## src/rtl/chunked_adder_unit_if.sv

```systemverilog
// chunked_adder_unit_if
// Operand/result bundle and Start/Busy/Done handshake for chunked_adder_unit.
//   Rs, Rd  : operands A and B
//   Mode    : 00 ADD, 01 ADC, 10 SUB, 11 INC
//   Start   : request, honoured only while the unit is idle
//   Busy    : operation in flight
//   Done    : one-cycle pulse when Out/Ccr are updated
//   Out     : registered result
//   Ccr     : registered flags {C, N, Z}
// master = requester (execute-stage controller), slave = adder unit.
interface chunked_adder_unit_if #(
  parameter int WIDTH = 16
);
  logic [WIDTH-1:0] Rs;
  logic [WIDTH-1:0] Rd;
  logic [1:0]       Mode;
  logic             Start;
  logic             Busy;
  logic             Done;
  logic [WIDTH-1:0] Out;
  logic [2:0]       Ccr;

  modport master (
    output Rs, Rd, Mode, Start,
    input  Busy, Done, Out, Ccr
  );

  modport slave (
    input  Rs, Rd, Mode, Start,
    output Busy, Done, Out, Ccr
  );
endinterface

```

## src/rtl/chunked_adder_unit.sv

```systemverilog
// chunked_adder_unit
// Multi-cycle add/subtract unit: adds two WIDTH-bit operands CHUNK bits per
// cycle, rippling the carry between slices, then updates Out and Ccr.
//   clk  : clock, rising edge
//   rst  : synchronous active-high reset
//   bus  : chunked_adder_unit_if slave (Rs, Rd, Mode, Start in;
//          Busy, Done, Out, Ccr out)
//
// state  | meaning
// -------+---------------------------------------------------------------
// S_IDLE | waiting for Start; Out/Ccr hold the last result
// S_BUSY | one slice per cycle, r_idx = slice in progress (0..N-1)
module chunked_adder_unit #(
  parameter int WIDTH = 16,
  parameter int CHUNK = 4
) (
  input  logic                 clk,
  input  logic                 rst,
  chunked_adder_unit_if.slave  bus
);
  localparam int N     = WIDTH / CHUNK;
  localparam int IDX_W = (N > 1) ? $clog2(N) : 1;

  typedef enum logic {
    S_IDLE = 1'b0,
    S_BUSY = 1'b1
  } state_t;

  state_t           r_state;
  logic [WIDTH-1:0] r_a;
  logic [WIDTH-1:0] r_b;
  logic [WIDTH-1:0] r_partial;
  logic [WIDTH-1:0] r_out;
  logic [IDX_W-1:0] r_idx;
  logic             r_carry;
  logic             r_sub;
  logic             r_busy;
  logic             r_done;
  logic [2:0]       r_ccr;

  int               w_off;
  logic [CHUNK:0]   w_sum;
  logic [WIDTH-1:0] w_result;
  logic             w_last;
  logic             w_c_flag;

  always_comb begin
    w_off    = int'(r_idx) * CHUNK;
    w_sum    = {1'b0, r_a[w_off +: CHUNK]} + {1'b0, r_b[w_off +: CHUNK]}
             + {{CHUNK{1'b0}}, r_carry};
    // Partial result with the current slice merged in, so the final cycle
    // can load Out directly without an extra write-back cycle.
    w_result = r_partial;
    w_result[w_off +: CHUNK] = w_sum[CHUNK-1:0];
    w_last   = (r_idx == IDX_W'(N - 1));
    // SUB is computed as A + ~B + 1; its carry-out is the inverse of borrow.
    w_c_flag = r_sub ? ~w_sum[CHUNK] : w_sum[CHUNK];
  end

  always_ff @(posedge clk) begin
    if (rst) begin
      r_state   <= S_IDLE;
      r_a       <= '0;
      r_b       <= '0;
      r_partial <= '0;
      r_out     <= '0;
      r_idx     <= '0;
      r_carry   <= 1'b0;
      r_sub     <= 1'b0;
      r_busy    <= 1'b0;
      r_done    <= 1'b0;
      r_ccr     <= 3'b000;
    end else begin
      r_done <= 1'b0;
      case (r_state)
        S_IDLE: begin
          if (bus.Start) begin
            r_a       <= bus.Rs;
            r_idx     <= '0;
            r_partial <= '0;
            r_sub     <= (bus.Mode == 2'b10);
            r_busy    <= 1'b1;
            r_state   <= S_BUSY;
            case (bus.Mode)
              2'b00: begin
                r_b     <= bus.Rd;
                r_carry <= 1'b0;
              end
              2'b01: begin
                // r_ccr here already reflects a result completed on the
                // previous edge, so chained ADC in the Done cycle works.
                r_b     <= bus.Rd;
                r_carry <= r_ccr[2];
              end
              2'b10: begin
                r_b     <= ~bus.Rd;
                r_carry <= 1'b1;
              end
              default: begin
                r_b     <= '0;
                r_carry <= 1'b1;
              end
            endcase
          end
        end
        S_BUSY: begin
          r_partial <= w_result;
          r_carry   <= w_sum[CHUNK];
          if (w_last) begin
            r_out   <= w_result;
            r_ccr   <= {w_c_flag, w_result[WIDTH-1], (w_result == '0)};
            r_done  <= 1'b1;
            r_busy  <= 1'b0;
            r_state <= S_IDLE;
          end else begin
            r_idx <= r_idx + IDX_W'(1);
          end
        end
        default: r_state <= S_IDLE;
      endcase
    end
  end

  assign bus.Busy = r_busy;
  assign bus.Done = r_done;
  assign bus.Out  = r_out;
  assign bus.Ccr  = r_ccr;
endmodule

```

## src/flat_wrapper.sv

```systemverilog
// flat-port wrapper written by rule: the top's interface ports become plain ports
module chunked_adder_unit_flat 
#(
  parameter int WIDTH = 16,
  parameter int CHUNK = 4
)
  (clk, rst, bus_Rs, bus_Rd, bus_Mode, bus_Start, bus_Busy, bus_Done, bus_Out, bus_Ccr);
  chunked_adder_unit_if #(.WIDTH(WIDTH)) bus_i ();
  input  logic clk;
  input  logic rst;
  input wire logic [$bits(bus_i.Rs)-1:0] bus_Rs;
  input wire logic [$bits(bus_i.Rd)-1:0] bus_Rd;
  input wire logic [$bits(bus_i.Mode)-1:0] bus_Mode;
  input wire logic [$bits(bus_i.Start)-1:0] bus_Start;
  output wire logic [$bits(bus_i.Busy)-1:0] bus_Busy;
  output wire logic [$bits(bus_i.Done)-1:0] bus_Done;
  output wire logic [$bits(bus_i.Out)-1:0] bus_Out;
  output wire logic [$bits(bus_i.Ccr)-1:0] bus_Ccr;
  assign bus_i.Rs = bus_Rs;
  assign bus_i.Rd = bus_Rd;
  assign bus_i.Mode = bus_Mode;
  assign bus_i.Start = bus_Start;
  assign bus_Busy = bus_i.Busy;
  assign bus_Done = bus_i.Done;
  assign bus_Out = bus_i.Out;
  assign bus_Ccr = bus_i.Ccr;
  chunked_adder_unit #(.WIDTH(WIDTH), .CHUNK(CHUNK)) u_core (.clk(clk), .rst(rst), .bus(bus_i));
endmodule
```

## config.mk

```make
export PLATFORM = sky130hd
export DESIGN_NAME = chunked_adder_unit_flat
export DESIGN_NICKNAME = d
export VERILOG_FILES = /design/src/rtl/chunked_adder_unit_if.sv /design/src/rtl/chunked_adder_unit.sv /design/src/flat_wrapper.sv
export SDC_FILE = /design/constraint.sdc
export NUM_CORES = 1
export LEC_CHECK = 0
export CORE_AREA = 2 2 84 86
export CTS_BUF_LIST = sky130_fd_sc_hd__clkbuf_4 sky130_fd_sc_hd__clkbuf_8
export CTS_CLUSTER_SIZE = 28
export DETAILED_ROUTE_END_ITERATION = 8
export DIE_AREA = 0 0 86 88
export HOLD_SLACK_MARGIN = 0.12
export PLACE_DENSITY = 0.8
export SYNTH_ARGS = -nofsm -noshare
export SYNTH_HDL_FRONTEND = slang
export SYNTH_SLANG_ARGS = --single-unit
```

## constraint.sdc

```tcl
create_clock -name clk -period 4.6 [get_ports clk]
set_input_delay 0.46 -clock clk [delete_from_list [all_inputs] [get_ports clk]]
set_output_delay 0.46 -clock clk [all_outputs]
set_load 0.03 [all_outputs]
```

==> results of run 1 <==
[metal layers]
metal	up-vias	part of all wire	track usage
met3	18	0.041	0.03582
li1	1493	-	-
met5	-	0	0
met2	79	0.50	0.3686
met4	0	0.024	0.09668
met1	1358	0.43	0.2583
[state kept, by name (all words and copies together), names as in the netlist]
register and flops:
u_core.bus.Done 1, u_core.r_partial 16, u_core.r_carry 1, u_core.r_a 16, u_core.bus.Busy 1, u_core.r_state 1
u_core.bus.Ccr 3, u_core.r_sub 1, u_core.r_b 16, u_core.bus.Out 15, u_core.r_idx 2
[worst min-delay path by stage]
stage                                                end  slack [ns]  depth (start not counted)
after global placement        u_core.r_a[3]$_SDFFE_PP0P_        0.44                          2
final                     u_core.bus.Ccr[0]$_SDFFE_PP0P_        0.46                          2
after floorplan               u_core.r_a[5]$_SDFFE_PP0P_        0.43                          2
after detailed placement  u_core.bus.Out[0]$_SDFFE_PP0P_        0.45                          2
after CTS                     u_core.r_a[5]$_SDFFE_PP0P_        0.46                          2
after global routing          u_core.r_a[2]$_SDFFE_PP0P_        0.48                          2
[layout by cell type, fill, tap and decap left out, types with 8 or more instances in the layout]
| master | Yosys | final |
|---|---|---|
| a22o_1 | 12 | 12 |
| ha_1 | 9 | 9 |
| a21oi_1 | 34 | 34 |
| nor2_1 | 55 | 55 |
| dfxtp_1 | 73 | 73 |
| mux4_2 | 8 | 8 |
| inv_1 | 18 | 18 |
| clkdlybuf4s50_1 | 0 | 56 |
| nand2b_1 | 8 | 8 |
| clkbuf_8 | 0 | 10 |
| nor3_1 | 27 | 27 |
| mux2i_1 | 17 | 17 |
| o22ai_1 | 8 | 8 |
| nand2_1 | 43 | 43 |
[power breakdown]
part,switching [W],internal [W],total [W]
clock network,0.000234,0.000261,0.000495
logic,0.000110,0.000100,0.000211
registers,0.0000194,0.000656,0.000675
total,0.000364,0.00102,0.00138
[final cells by class]
type	count	area (µm²)	area share
Inverter	19	76.32	0.01774
Clock buffer	10	137.6	0.03200
Sequential cell	73	1461	0.3397
Multi-Input combinational cell	284	1897	0.4410
Clock inverter	5	56.30	0.01309
Tap cell	80	100.1	0.02327
Timing Repair Buffer	58	573.1	0.1332
[worst reg2reg max path: stages, from the launching register on]
cell,delay [ns]
dfxtp_1,0.88
mux4_2,0.62
fa_1,0.45
inv_1,0.09
fa_1,0.48
or3b_1,0.38
o22ai_1,0.23
nor3_1,0.09
nand3_1,0.09
o31ai_1,0.07
[cells by family after synthesis]
family | count (synthesis) | share of synthesized area
AND/OR/NAND/NOR | 160 | 0.2142
AO/OA/AOI/OAI | 85 | 0.1656
flip-flops | 73 | 0.4088
buffers and inverters | 52 | 0.06125
multiplexers | 25 | 0.09800
adder cells (fa/ha/maj) | 11 | 0.04270
XOR/XNOR | 3 | 0.009453
[through the flow]
stage	power [W]	area, µm²	util
CTS	0.001388	4302	0.6475
floorplan	0.0008361	3575	-
detailed placement	0.0008999	4108	0.6183
global placement	0.0008959	4108	0.6183
finish	0.001381	4302	0.6475
global route	0.001440	4302	0.6475
==> qor.csv, run 1 <==
metric,value,unit
initial antenna violation count,0,
Pwr per Cell Area,321.0,mW/mm²
CTS tree,yes,
Critical path buffers and inverters,1,
reg2reg setup slack,1.09,ns
Top delay family on crit path,adder cells,
worst setup path category,flop to flop,
Die Y,88,µm
global-route wire length before repair,12.69,mm
cell area after synthesis,0.003575,mm²
reg-to-reg critical path endpoint,u_core.bus.Ccr[0]$_SDFFE_PP0P_,
Final Non-Filler Cells,529,
core box area,0.006644,mm²
DP HPWL,5.197,mm
Hold Path Origin,u_core.bus.Ccr[0]$_SDFFE_PP0P_,
Synth Warn #,0,
vias in the first global route,2749,
Initial DRC Count,166,
slew margin rel.,0.1631,
worst path required time,4.83,ns
cts-stage hold buffer count,0,
Final Slew Violations,0,
Post-DRT Antenna Nets,0,
"Seq/Total Area, Yosys",0.4088,
worst-case clock buffer depth,2,
Gate Count Post-Synth,409,
post-synth top area cell,dfxtp_1,
Reg2Reg Depth,9,
GPL Wtd Cong,0.8739,
largest net degree at the start of global routing,56,
Ports,58,
clk_lat worst skew,0.35,ns
total gr overflow,0,
Inst Count DP,514,
Hold Crit Class,flop to flop,
Mapped Avg Cell Area,8.740,µm²
most frequent cell after synthesis,dfxtp_1,
Commonest cells post-synth,"dfxtp_1 (73), nor2_1 (55), nand2_1 (43)",
RSZ-0062 raised after global routing,no,
Site Rows,30,
drt pass-1 iters,4,
async set-reset flop share out of synthesis,0,
Max-cap violations,0,
post-CTS setup buffers,0,
Final Routed Wirelength,7.471,mm
main area contributors after synthesis,"dfxtp_1 (41%), nor2_1 (5.8%), mux4_2 (5.0%)",
CTS root buffer,clkbuf_8,
fmax,0.2852,GHz
Crit path largest cell delay,0.88,ns
Post-synth EDFFs,0,
"Primary FF master, synth",dfxtp_1,
Avg Vias per Cell,5.573,
initial core utilization,0.5380,
port bufs,57,
Setup TNS,0,ns
nets,493,
leak pwr,1.582,nW
status,finished clean,
FF-to-FF Start,u_core.r_idx[0]$_SDFFE_PP0P_,
Stages on worst setup path,9,
count of final hold-check violations,0,
post-synthesis register bit count,73,
slowest library cell on the worst path,dfxtp_1,
post-placement setup slack,1.080,ns
die area,0.007568,mm²
clock transition at the registers of the reported paths,0.07,ns
Synth top area share,0.4088,
# DRC,0,
# H-tree levels,3,
"Arr. time, crit path",3.74,ns
worst slew pin tran,1.250,ns
Worst IR Drop VDD,0.2139,mV
Num Clock Sinks,73,
share of post-route cells with drive strength above 1,0.09577,
fin worst setup slack,1.094,ns
total CTS buffers,9,
crit path capture type,flop,
Final Setup Violations,0,
Critical Path Source,u_core.r_idx[0]$_SDFFE_PP0P_,
Antenna Cells,0,
Crit path top cell by count,fa_1,
worst-path cell chain,"mux4_2, fa_1, inv_1, fa_1, or3b_1, o22ai_1, nor3_1, nand3_1, o31ai_1",
CP endpoint,u_core.bus.Ccr[0]$_SDFFE_PP0P_,
post_cts resized,0,
Fillers,551,
Final Cycle Share,0.7622,
"Max FO, Critical Path",21,
Routed wire per std cell,14.12,µm
GR Util All Layers,0.2122,
Min Hold Slack,0.4599,ns
count of cell types in the netlist,49,
Synthesized Nets,457,
routed via count,2948,
shortest period the worst path allows,3.506,ns
Chip Width,86,µm
area added between synthesis and finish,20.34,%
startpoint types,flop,
Clock Skew,0.007321,ns
No activity file was read; power rests on OpenSTA's default activity.
==> run 2, diff against run 1 <==
==> constraint.sdc (replaced) <==
create_clock -name clk -period 3.4 [get_ports clk]
set_input_delay 0.34 -clock clk [delete_from_list [all_inputs] [get_ports clk]]
set_output_delay 0.34 -clock clk [all_outputs]
set_load 0.03 [all_outputs]
==> qor.csv, run 2 (synthesis gave the netlist of run 1 again) <==
metric,value,unit,change
DP HPWL,5.561,mm,was 5.197 mm
Fillers,564,,was 551
area added between synthesis and finish,21.42,%,was 20.34%
worst path required time,3.64,ns,was 4.83 ns
"Arr. time, crit path",3.39,ns,was 3.74 ns
share of post-route cells with drive strength above 1,0.1057,,was 0.09577
GPL Wtd Cong,0.8390,,was 0.8739
Die Y,88,µm,unchanged
"most common cell after layout, fill and taps aside",dfxtp_1,,unchanged
Ports,58,,unchanged
total gr overflow,0,,unchanged
global-route wire length before repair,13.88,mm,was 12.69 mm
Setup TNS,0,ns,unchanged
slew margin rel.,0.3095,,was 0.1631
Final Slew Violations,0,,unchanged
# DRC,0,,unchanged
slowest library cell on the worst path,dfxtp_1,,unchanged
Hold Path Origin,u_core.r_a[3]$_SDFFE_PP0P_,,was u_core.bus.Ccr[0]$_SDFFE_PP0P_
Final Cycle Share,0.9272,,was 0.7622
Post-DRT Antenna Nets,0,,unchanged
Total Power,0.001895,W,was 0.001381 W
leak pwr,1.608,nW,was 1.582 nW
Final Setup Violations,0,,unchanged
clock transition at the registers of the reported paths,0.08,ns,was 0.07 ns
Critical Path Source,u_core.r_idx[0]$_SDFFE_PP0P_,,unchanged
design area,0.004340,mm²,was 0.004302 mm²
# H-tree levels,3,,unchanged
Worst IR Drop VDD,0.2410,mV,was 0.2139 mV
Crit path top cell by count,fa_1,,unchanged
cts-stage hold buffer count,0,,unchanged
WHS Path Cells,2,,unchanged
Chip Width,86,µm,unchanged
startpoint types,flop,,unchanged
"Max FO, Critical Path",8,,was 21
Pwr per Cell Area,436.7,mW/mm²,was 321.0 mW/mm²
Max-cap violations,0,,unchanged
routed via count,3031,,was 2948
initial antenna violation count,0,,unchanged
vias in the first global route,3011,,was 2749
Site Rows,30,,unchanged
GR Util All Layers,0.2323,,was 0.2122
status,finished clean,,unchanged
crit path capture type,flop,,unchanged
Avg Vias per Cell,5.676,,was 5.573
largest net degree at the start of global routing,56,,unchanged
port bufs,57,,unchanged
drt pass-1 iters,5,,was 4
Initial DRC Count,113,,was 166
die area,0.007568,mm²,unchanged
Placed Area,0.004138,mm²,was 0.004108 mm²
FF-to-FF Start,u_core.r_idx[0]$_SDFFE_PP0P_,,unchanged
core box area,0.006644,mm²,unchanged
fmax,0.3172,GHz,was 0.2852 GHz
Antenna Cells,0,,unchanged
RSZ-0062 raised after global routing,no,,unchanged
Crit path largest cell delay,0.59,ns,was 0.88 ns
nets,497,,was 493
top flop regs,"u_core.r_a (16), u_core.r_b (16), u_core.r_partial (16)",,unchanged
post-CTS setup buffers,0,,unchanged
Clock Skew,0.008353,ns,was 0.007321 ns
Hold Crit Class,flop to flop,,unchanged
post_cts resized,0,,unchanged
Num Clock Sinks,73,,unchanged
total CTS buffers,9,,unchanged
worst slew pin tran,1.036,ns,was 1.250 ns
worst setup path category,flop to flop,,unchanged
most frequent cells in the layout,"dfxtp_1 (73), clkdlybuf4s50_1 (56), nor2_1 (55)",,unchanged
count of final hold-check violations,0,,unchanged
initial core utilization,0.5380,,unchanged
Reg2Reg Depth,9,,unchanged
worst-path cell chain,"mux4_2, fa_1, inv_1, fa_1, or3b_1, o22ai_1, nor3_1, nand3_1, o31ai_1",,unchanged
CTS tree,yes,,unchanged
Final Routed Wirelength,8.074,mm,was 7.471 mm
CTS root buffer,clkbuf_8,,unchanged
shortest period the worst path allows,3.153,ns,was 3.506 ns
Routed wire per std cell,15.12,µm,was 14.12 µm
clk_lat worst skew,0.35,ns,about the same
worst-case clock buffer depth,2,,unchanged
## run 2: cell count changes in the layout (fill, tap and decap cells not counted), sizes merged
cell,delta
inv,+2
clkinv,-1
buf,+4
## run 2: layout make-up
type	count	area [µm²]	area share
Multi-Input combinational cell	284	1897	0.4370
Sequential cell	73	1461	0.3367
Timing Repair Buffer	62	603.1	0.1389
Clock buffer	10	137.6	0.03171
Tap cell	80	100.1	0.02306
Inverter	19	76.32	0.01758
Clock inverter	6	65.06	0.01499
## run 2: report_power, final
group | switching [W] | total, W | internal [W]
Combinational | 0.000157 | 0.000295 | 0.000139
Sequential | 0.0000245 | 0.000911 | 0.000887
Clock | 0.000328 | 0.000689 | 0.000361
## run 2: worst paths after layout
| path | slack (ns) | endpoint |
|---|---|---|
| setup / recovery | 0.25 | u_core.bus.Ccr[0]$_SDFFE_PP0P_ |
| hold / removal | 0.46 | u_core.r_a[3]$_SDFFE_PP0P_ |
| setup reg to reg | 0.25 | u_core.bus.Ccr[0]$_SDFFE_PP0P_ |
| hold reg to reg | 0.46 | u_core.r_a[3]$_SDFFE_PP0P_ |
## run 2: critical path, delay by kind of cell, from the launching register on
kind | cells | cell delay [ns]
AO/OA/AOI/OAI | 2 | 0.30
adder cells (fa/ha/maj) | 2 | 0.91
buffers and inverters | 1 | 0.09
flip-flops | 1 | 0.59
multiplexers | 1 | 0.58
AND/OR/NAND/NOR | 3 | 0.57
## run 2: layer usage
metal,global-route usage,routed length [µm]
met1,0.2670,3452
met5,0,0
met4,0.07792,118
met3,0.05938,252
met2,0.4207,4251
## run 2: through the flow
stage,hold slack (ns),std cells,setup slack (ns),util
floorplan,0.4331,409,0.2560,-
global placement,0.4404,518,0.3591,0.6228
detailed placement,0.4471,518,0.2664,0.6228
CTS,0.4576,534,0.2551,0.6533
global route,0.4797,534,0.05244,0.6533
finish,0.4553,534,0.2474,0.6533
==> run 3, diff against run 2 <==
--- a/config.mk
+++ b/config.mk
@@ -5,13 +5,13 @@
 export SDC_FILE = /design/constraint.sdc
 export NUM_CORES = 1
 export LEC_CHECK = 0
-export CORE_AREA = 2 2 84 86
+export CORE_AREA = 2 2 88 82
 export CTS_BUF_LIST = sky130_fd_sc_hd__clkbuf_4 sky130_fd_sc_hd__clkbuf_8
 export CTS_CLUSTER_SIZE = 28
 export DETAILED_ROUTE_END_ITERATION = 8
-export DIE_AREA = 0 0 86 88
+export DIE_AREA = 0 0 90 84
 export HOLD_SLACK_MARGIN = 0.12
-export PLACE_DENSITY = 0.8
+export PLACE_DENSITY = 0.81
 export SYNTH_ARGS = -nofsm -noshare
 export SYNTH_HDL_FRONTEND = slang
 export SYNTH_SLANG_ARGS = --single-unit
==> qor.csv, run 3 (synthesis gave the netlist of run 1 again) <==
metric,value,unit,change
DP HPWL,5.480,mm,was 5.561 mm
Clock Power Share,0.384,,was 0.363
Cell Int Power,0.001467,W,was 0.001386 W
Routed wire per std cell,13.85,µm,was 15.12 µm
Ports,58,,unchanged
most frequent cells in the layout,"dfxtp_1 (73), clkdlybuf4s50_1 (56), nor2_1 (55)",,unchanged
Hold Crit Class,flop to flop,,unchanged
slew margin rel.,0.3272,,was 0.3095
# DRC,0,,unchanged
sw frac,0.2503,,was 0.2685
Logic pwr share,0.152,,was 0.156
total CTS buffers,9,,unchanged
GR Util All Layers,0.2082,,was 0.2323
Pwr per Cell Area,445.5,mW/mm²,was 436.7 mW/mm²
Antenna Cells,0,,unchanged
CTS tree,yes,,unchanged
initial core utilization,0.5297,,was 0.5380
drt pass-1 iters,4,,was 5
Final Cycle Share,0.8590,,was 0.9272
top flop regs,"u_core.r_a (16), u_core.r_b (16), u_core.r_partial (16)",,unchanged
"Arr. time, crit path",3.16,ns,was 3.39 ns
# H-tree levels,3,,unchanged
Num Clock Sinks,73,,unchanged
Initial DRC Count,146,,was 113
RSZ-0062 raised after global routing,no,,unchanged
GPL Wtd Cong,0.8730,,was 0.8390
global-route wire length before repair,12.86,mm,was 13.88 mm
initial antenna violation count,0,,unchanged
worst-case clock buffer depth,2,,unchanged
area added between synthesis and finish,22.89,%,was 21.42%
clk_lat worst skew,0.35,ns,about the same
post-CTS setup buffers,0,,unchanged
die area,0.007560,mm²,was 0.007568 mm²
share of post-route cells with drive strength above 1,0.1096,,was 0.1057
clock transition at the registers of the reported paths,0.07,ns,was 0.08 ns
Worst IR Drop VDD,0.2659,mV,was 0.2410 mV
Final Slew Violations,0,,unchanged
cts-stage hold buffer count,0,,unchanged
startpoint types,flop,,unchanged
sequential share of power,0.464,,was 0.481
Final Routed Wirelength,7.606,mm,was 8.074 mm
Chip Width,90,µm,was 86 µm
Fillers,574,,was 564
Die Y,84,µm,was 88 µm
total gr overflow,0,,unchanged
fmax,0.3424,GHz,was 0.3172 GHz
"most common cell after layout, fill and taps aside",dfxtp_1,,unchanged
Min Hold Slack,0.4584,ns,was 0.4553 ns
worst path required time,3.64,ns,about the same
CTS root buffer,clkbuf_8,,unchanged
worst slew pin tran,1.009,ns,was 1.036 ns
post_cts resized,0,,unchanged
Avg Vias per Cell,5.377,,was 5.676
port bufs,57,,unchanged
Site Rows,29,,was 30
Post-DRT Antenna Nets,0,,unchanged
leak pwr,1.631,nW,was 1.608 nW
Clock Skew,0.005861,ns,was 0.008353 ns
largest net degree at the start of global routing,56,,unchanged
Setup TNS,0,ns,unchanged
worst setup path category,flop to flop,,unchanged
shortest period the worst path allows,2.921,ns,was 3.153 ns
core box area,0.006749,mm²,was 0.006644 mm²
vias in the first global route,2798,,was 3011
count of final hold-check violations,0,,unchanged
Max-cap violations,0,,unchanged
P_sw,0.0004898,W,was 0.0005089 W
crit path capture type,flop,,unchanged
"Max FO, Critical Path",5,,was 8
status,finished clean,,unchanged
nets,499,,was 497
routed via count,2952,,was 3031
Final Setup Violations,0,,unchanged
==> run 3: changes by cell type in the layout (fill, tap and decap cells not counted) <==
cell,previous run,this run
inv_6,2,0
buf_4,5,7
clkinv_4,1,2
bufinv_16,1,2
clkinvlp_4,1,0
clkbuf_4,0,1
==> run 3: per-stage QoR <==
step / cells / utilization / setup WS [ns] / power, W / instance area (µm²)
6_report: 549 / 0.6509 / 0.4794 / 0.001957 / 4393
2_1_floorplan: 409 / - / 0.2560 / 0.001131 / 3575
5_1_grt: 549 / 0.6509 / 0.2845 / 0.002048 / 4393
4_1_cts: 549 / 0.6509 / 0.4737 / 0.001972 / 4393
3_5_place_dp: 533 / 0.6177 / 0.4863 / 0.001225 / 4169
3_3_place_gp: 533 / 0.6177 / 0.5624 / 0.001217 / 4169
==> run 3: cell type report <==
type                       instances  area, µm²  share of cell area
clock buffer                      11      145.1             0.03304
clock inverter                     5      78.83             0.01794
inverter                          19      76.32             0.01737
multi-input combinational        284       1897              0.4318
sequential                        73       1461              0.3327
tap                               93      116.4             0.02649
timing repair buffer              64      618.1              0.1407
==> run 3: routing by layer <==
metal | global-route usage | part of all wire | up-vias
met5 | 0 | 0 | -
met4 | 0.06993 | 0.013 | 0
met3 | 0.06052 | 0.038 | 10
met2 | 0.3595 | 0.51 | 55
met1 | 0.2490 | 0.44 | 1388
li1 | - | - | 1499
==> run 3: power by group through the flow <==
stage                     Sequential [W]  Clock, W  Combinational (W)
after floorplan                 0.000921         0           0.000210
after global placement          0.000927         0           0.000289
after detailed placement        0.000929         0           0.000296
after CTS                       0.000909  0.000764           0.000299
after global routing            0.000912  0.000808           0.000327
final                           0.000909  0.000751           0.000297
==> run 3: final timing paths <==
kind | slack [ns] | endpoint | cells after the start | startpoint
setup / recovery | 0.48 | u_core.bus.Ccr[0]$_SDFFE_PP0P_ | 9 | u_core.r_idx[0]$_SDFFE_PP0P_
hold / removal | 0.46 | u_core.r_a[5]$_SDFFE_PP0P_ | 2 | u_core.r_a[5]$_SDFFE_PP0P_
setup reg to reg | 0.48 | u_core.bus.Ccr[0]$_SDFFE_PP0P_ | 9 | u_core.r_idx[0]$_SDFFE_PP0P_
hold reg to reg | 0.46 | u_core.r_a[5]$_SDFFE_PP0P_ | 2 | u_core.r_a[5]$_SDFFE_PP0P_
==> run 3: worst max-delay path: stages (launching register included) <==
cell     delay, ns
dfxtp_1       0.42
mux4_2        0.54
fa_1          0.44
inv_1         0.09
fa_1          0.49
or3b_1        0.37
o22ai_1       0.22
nor3_1        0.09
nand3_1       0.09
o31ai_1       0.07
